==> src/rtl/lsu_dccm_arb.sv <==
// DCCM write-port arbiter: store buffer, DMA and ECC-correction writeback share one
// write port and are sequenced against the DC1 pipe read, with starvation-driven read stalls.
module lsu_dccm_arb #(
    parameter int DCCM_BITS        = 16,
    parameter int DCCM_FDATA_WIDTH = 39,
    parameter int DCCM_WIDTH_BITS  = 2,
    parameter int DCCM_BANK_BITS   = 3,
    parameter int STARVE_MAX       = 4
) (
    input  logic                        clk,
    input  logic                        rst_l,
    input  logic                        lsu_freeze_dc3,
    input  logic                        rd_vld_dc1,
    input  logic [DCCM_BITS-1:0]        rd_addr_lo_dc1,
    input  logic [DCCM_BITS-1:0]        rd_addr_hi_dc1,
    input  logic                        stbuf_req,
    input  logic [DCCM_BITS-1:0]        stbuf_addr,
    input  logic [DCCM_FDATA_WIDTH-1:0] stbuf_wdata,
    output logic                        stbuf_gnt,
    input  logic                        dma_req,
    input  logic [DCCM_BITS-1:0]        dma_addr,
    input  logic [DCCM_FDATA_WIDTH-1:0] dma_wdata,
    output logic                        dma_gnt,
    input  logic                        ecc_fix_vld,
    input  logic [DCCM_BITS-1:0]        ecc_fix_addr,
    input  logic [DCCM_FDATA_WIDTH-1:0] ecc_fix_data,
    output logic                        ecc_busy,
    output logic                        ecc_ovf,
    output logic                        rd_stall_dc1,
    output logic                        dccm_rden,
    output logic [DCCM_BITS-1:0]        dccm_rd_addr_lo,
    output logic [DCCM_BITS-1:0]        dccm_rd_addr_hi,
    output logic                        dccm_wren,
    output logic [DCCM_BITS-1:0]        dccm_wr_addr,
    output logic [DCCM_FDATA_WIDTH-1:0] dccm_wr_data
);

    localparam int CNT_W = $clog2(STARVE_MAX + 1);
    localparam logic [CNT_W-1:0] STARVE_CNT = CNT_W'(STARVE_MAX);
    localparam int N_REQ   = 3;
    localparam int IDX_ECC = 0;
    localparam int IDX_DMA = 1;
    localparam int IDX_STB = 2;

    typedef logic [DCCM_BITS-1:0]        addr_t;
    typedef logic [DCCM_FDATA_WIDTH-1:0] data_t;
    typedef logic [DCCM_BANK_BITS-1:0]   bank_t;
    typedef enum logic { ECC_EMPTY, ECC_FULL } ecc_state_e;

    function automatic bank_t bank_of(input addr_t a);
        return a[DCCM_WIDTH_BITS +: DCCM_BANK_BITS];
    endfunction

    ecc_state_e           ecc_state_q, ecc_state_d;
    addr_t                ecc_addr_q, ecc_addr_d;
    data_t                ecc_data_q, ecc_data_d;
    logic                 ecc_ovf_q, ecc_ovf_d;
    logic [CNT_W-1:0]     cnt_q [N_REQ];
    logic [CNT_W-1:0]     cnt_d [N_REQ];

    addr_t                req_addr [N_REQ];
    data_t                req_data [N_REQ];
    logic [N_REQ-1:0]     pend, conf, starved, gnt;
    logic                 win_vld;
    logic [1:0]           win_idx;
    logic                 frozen;

    assign frozen            = lsu_freeze_dc3;
    assign req_addr[IDX_ECC] = ecc_addr_q;
    assign req_addr[IDX_DMA] = dma_addr;
    assign req_addr[IDX_STB] = stbuf_addr;
    assign req_data[IDX_ECC] = ecc_data_q;
    assign req_data[IDX_DMA] = dma_wdata;
    assign req_data[IDX_STB] = stbuf_wdata;
    assign pend              = {stbuf_req, dma_req, ecc_state_q == ECC_FULL};

    // NOTE: every always_comb output gets a default before any branch so no latch is inferred.
    always_comb begin
        conf    = '0;
        starved = '0;
        for (int i = 0; i < N_REQ; i++) begin
            conf[i]    = rd_vld_dc1 & ((bank_of(req_addr[i]) == bank_of(rd_addr_lo_dc1)) |
                                       (bank_of(req_addr[i]) == bank_of(rd_addr_hi_dc1)));
            starved[i] = pend[i] & (cnt_q[i] == STARVE_CNT);
        end
    end

    // Scan from lowest to highest priority so the last hit wins; starved pass overrides.
    always_comb begin
        win_vld = 1'b0;
        win_idx = 2'd0;
        for (int i = N_REQ - 1; i >= 0; i--) begin
            if (pend[i] & ~conf[i]) begin
                win_vld = 1'b1;
                win_idx = 2'(i);
            end
        end
        for (int i = N_REQ - 1; i >= 0; i--) begin
            if (starved[i]) begin
                win_vld = 1'b1;
                win_idx = 2'(i);
            end
        end
    end

    always_comb begin
        gnt = '0;
        if (~frozen & win_vld) gnt[win_idx] = 1'b1;
    end

    assign stbuf_gnt       = gnt[IDX_STB];
    assign dma_gnt         = gnt[IDX_DMA];
    assign rd_stall_dc1    = ~frozen & rd_vld_dc1 & win_vld & starved[win_idx] & conf[win_idx];
    assign dccm_rden       = rd_vld_dc1 & ~rd_stall_dc1;
    assign dccm_rd_addr_lo = rd_addr_lo_dc1;
    assign dccm_rd_addr_hi = rd_addr_hi_dc1;
    assign dccm_wren       = ~frozen & win_vld;
    assign dccm_wr_addr    = win_vld ? req_addr[win_idx] : '0;
    assign dccm_wr_data    = win_vld ? req_data[win_idx] : '0;
    assign ecc_busy        = (ecc_state_q == ECC_FULL);
    assign ecc_ovf         = ecc_ovf_q;

    always_comb begin
        for (int i = 0; i < N_REQ; i++) begin
            cnt_d[i] = cnt_q[i];
            if (!frozen) begin
                if (!pend[i] || gnt[i])          cnt_d[i] = '0;
                else if (cnt_q[i] != STARVE_CNT) cnt_d[i] = cnt_q[i] + 1'b1;
            end
        end
    end

    always_comb begin
        ecc_state_d = ecc_state_q;
        ecc_addr_d  = ecc_addr_q;
        ecc_data_d  = ecc_data_q;
        ecc_ovf_d   = ecc_ovf_q;
        case (ecc_state_q)
            ECC_EMPTY: begin
                if (ecc_fix_vld) begin
                    ecc_state_d = ECC_FULL;
                    ecc_addr_d  = ecc_fix_addr;
                    ecc_data_d  = ecc_fix_data;
                end
            end
            ECC_FULL: begin
                if (gnt[IDX_ECC]) begin
                    if (ecc_fix_vld) begin
                        ecc_addr_d = ecc_fix_addr;
                        ecc_data_d = ecc_fix_data;
                    end else begin
                        ecc_state_d = ECC_EMPTY;
                    end
                end else if (ecc_fix_vld) begin
                    ecc_ovf_d = 1'b1;
                end
            end
            default: ecc_state_d = ECC_EMPTY;
        endcase
    end

    // NOTE: state registers use non-blocking assignments; the small entry buffer is reset
    // too so a stale address can never reach the write mux.
    always_ff @(posedge clk or negedge rst_l) begin
        if (!rst_l) begin
            ecc_state_q <= ECC_EMPTY;
            ecc_addr_q  <= '0;
            ecc_data_q  <= '0;
            ecc_ovf_q   <= 1'b0;
            for (int i = 0; i < N_REQ; i++) cnt_q[i] <= '0;
        end else begin
            ecc_state_q <= ecc_state_d;
            ecc_addr_q  <= ecc_addr_d;
            ecc_data_q  <= ecc_data_d;
            ecc_ovf_q   <= ecc_ovf_d;
            for (int i = 0; i < N_REQ; i++) cnt_q[i] <= cnt_d[i];
        end
    end

endmodule

==> config.mk <==
export PLATFORM = sky130hd
export DESIGN_NAME = lsu_dccm_arb
export DESIGN_NICKNAME = d
export VERILOG_FILES = /design/src/rtl/lsu_dccm_arb.sv
export SDC_FILE = /design/constraint.sdc
export NUM_CORES = 1
export LEC_CHECK = 0
export CAP_MARGIN = 10
export CORE_AREA = 2 2 117 119
export CTS_CLUSTER_SIZE = 25
export DETAILED_ROUTE_END_ITERATION = 12
export DIE_AREA = 0 0 119 121
export DONT_BUFFER_PORTS = 1
export GPL_TIMING_DRIVEN = 0
export PLACE_DENSITY = 0.53
export SLEW_MARGIN = 20
export SYNTH_ARGS = -nofsm -noshare
export SYNTH_HDL_FRONTEND = slang
export SYNTH_SLANG_ARGS = --single-unit
==> constraint.sdc <==
create_clock -name clk -period 3.4 [get_ports clk]
set_clock_uncertainty 0.05 [all_clocks]
set_input_delay 0.68 -clock clk [delete_from_list [all_inputs] [get_ports clk]]
set_output_delay 0.68 -clock clk [all_outputs]
set_load 0.01 [all_outputs]
==> run_results.csv <==
group,metric,value,unit
sta,setup-violations-final,0,
floorplan,start_util,0.347,
synthesis,synth_area_leaders,"dfrtp_1, mux2_2, a32oi_1",
placement,dpl-instance-area,4760,um^2
synthesis,yosys-mux-area-fraction,0.141,
floorplan,rows,42,
worst_setup_path,crit_fanout,6,
final_layout,final_util,0.424,
worst_setup_path,startpoint_type,"register",
sta,worst_pin_slew,565,ps
global_routing,use_met3,0.0747,
power,leakage,2.09,nW
status,status,"completed",
synthesis,synth-seq-cells,66,
global_routing,busiest_layer,"met2",
clock_network,clock_latency,340,ps
sta,fin_crit,3310,ps
sta,setup_tns,0,ps
synthesis,synth-edff-count,0,
drt,first_iter_violations,173,
clock_network,cts.sinks,66,
synthesis,yosysTopAreaCell,"dfrtp_1",
final_layout,final_common_cell,"dfrtp_1",
global_routing,grt_pass1_wl,22500,um
worst_setup_path,crit_required,2670,ps
final_layout,stdcell_area,5550,um^2
synthesis,yosys.area_share.simple,0.0637,
job,max-cap-violations,0,
synthesis,synth_top_cell_area_share,0.364,
synthesis,synth_area,4540,um^2
synthesis,ys_seq_area_frac,0.364,
synthesis,synth_compound_area_frac,0.269,
floorplan,dieArea,14400,um^2
drt,num_vias,3991,
synthesis,async_reset_ff_frac,1.00,
synthesis,synth_cells,470,
final_layout,areaGrowthSynthToFinish,22.2,%
sta,period_share,0.973,
placement,portBuffers,0,
final_layout,nets,699,
clock_network,h-tree-depth,3,
synthesis,ys_warn_count,0,
final_layout,fin_cells,672,
floorplan,io_pins,298,
global_routing,antenna_found_initial,1,
sta,fmax,302,MHz
sta,slew_violations,0,
global_routing,grtUsageMet2,0.361,
placement,pre_cts_slack,-320,ps
global_routing,grtUsageMet1,0.237,
clock_network,clk_path_buf_depth,2,
drt,firstDrtPassIters,4,
worst_hold_path,min_path_type,"in2async",
placement,place_congestion,0.852,
sta,rsz0062_at_grt,"true",
floorplan,core,13100,um^2
clock_network,cts_made_buffers,9,
power,power.density,672,nW/um^2
drt,drc,0,
clock_network,clkTransAtPathRegs,60,ps
synthesis,synthFlopType,"dfrtp_1",
synthesis,synth.net_count,680,
power,power,3.73,mW
drt,antenna_violating_nets_post_route,0,
synthesis,synth_top_family_by_area,"compound AO/OA/AOI/OAI gates",
worst_setup_path,crit_arrival,2580,ps
synthesis,synth.distinct_cells,43,
drt,drt-total-wl,15900,um
synthesis,syn_avg_cell_area,9.66,um^2
final_layout,nFillCells,1282,
floorplan,die_y,121,um
global_routing,grt_usage,0.207,
placement,dp_hpwl,11700,um
drt,viasPerCell,5.94,
final_layout,final_cell_mix,"dfrtp_1, o21ai_0, mux2_2, a32oi_1, a21oi_2",
worst_setup_path,critPathKind,"reg2out",
global_routing,grt_max_degree,67,
global_routing,overflow,0,
placement,placedCellCount,646,
sta,hold_ws,176,ps
worst_setup_path,end_kind,"output port",
clock_network,cts_tree,"done",
synthesis,synthAdderAreaFrac,0.0165,
synthesis,synth_xor_area_frac,0.0347,
drt,route.detailed.wl_per_inst,23.7,um
power,ir_drop,0.345,mV
sta,hold_violations,0,
final_layout,drive_gt1_frac,0.441,
global_routing,grt_pass1_vias,3970,
sta,slew_headroom,0.623,
clock_network,clock-root-buffer,"clkbuf_16",
floorplan,dieWidth,119,um
sta,worst_slack,91.2,ps
==> power by group <==
| group | switching [mW] | leakage (nW) | internal [mW] | total (mW) |
|---|---|---|---|---|
| clock | 0.367 | 0.163 | 0.719 | 1.09 |
| combinational | 0.848 | 1.15 | 0.671 | 1.52 |
| sequential | 0.136 | 0.778 | 0.986 | 1.12 |
| total | 1.35 | 2.09 | 2.38 | 3.73 |
==> area by class of cell <==
class	instances	area, um^2	area share
Antenna cell	2	5.00	0.000902
Inverter	9	33.8	0.00609
Clock buffer	10	229	0.0413
Clock inverter	6	115	0.0208
Timing Repair Buffer	9	115	0.0208
Buffer	75	502	0.0905
Sequential cell	66	1650	0.298
Tap cell	176	220	0.0397
Multi-Input combinational cell	319	2670	0.482
==> path summary, 6_finish.rpt <==
kind	from	endpoint	slack, ps	cells after the start
worst min-delay path	rst_l	ecc_addr_q[4]	180	1
min in group clk	ecc_fix_vld	ecc_busy	400	2
worst max-delay path	ecc_addr_q[2]	dccm_wr_data[0]	90	8
worst min register to register	ecc_data_q[20]	ecc_data_q[20]	460	1
worst max register to register	cnt_q[3]	ecc_data_q[7]	730	10
max in group asynchronous	rst_l	ecc_data_q[27]	2850	1
==> what timing repair did <==
action	CTS	global route
hold buffers	1	0
cloned	0	2
gates resized for setup	19	73
setup endpoints to repair	58	53
setup buffers	3	3
hold endpoints to repair	66	0
pin swaps	2	30
==> sequential cells by signal, summed over array words and instances (netlist names) <==
signal,count
cnt_q,9
ecc_addr_q,16
ecc_data_q,39
ecc_busy,1
ecc_ovf,1
==> logic make-up after synthesis <==
group / count (synthesis)
buffers and inverters: 85
xor gates and xnor gates: 18
DFF: 66
adders and majority gates: 6
AOI/OAI and AO/OA: 192
muxes: 57
and+or+nand+nor: 46
==> Yosys cell counts, types with 2 or more instances <==
master	n
nand2b_1	2
nand3_1	4
and2_1	3
buf_6	5
buf_4	33
nand4_1	6
mux2_2	56
buf_2	18
nand2_1	8
dfrtp_1	66
a22o_1	2
o22ai_1	2
ha_1	6
and3_1	3
clkbuf_1	20
inv_1	9
a32oi_1	55
a21oi_1	63
nor2_1	8
a31oi_1	3
xnor2_1	18
o21ai_0	59
==> per-layer routing <==
metal | vias to the layer above | wire (um)
met1 | 1974 | 6250
li1 | 1798 | -
met4 | 0 | 232
met5 | - | 0
met3 | 16 | 1170
met2 | 203 | 8250
==> critical path, stage by stage (launching register included) <==
cell     delay (ps)
dfrtp_2         440
xnor2_2         160
nand4_1         150
and3_4          250
o41ai_4         530
buf_6           240
buf_8           150
a32oi_4          80
a21oi_2         230
(Power assumes the default switching activity.)
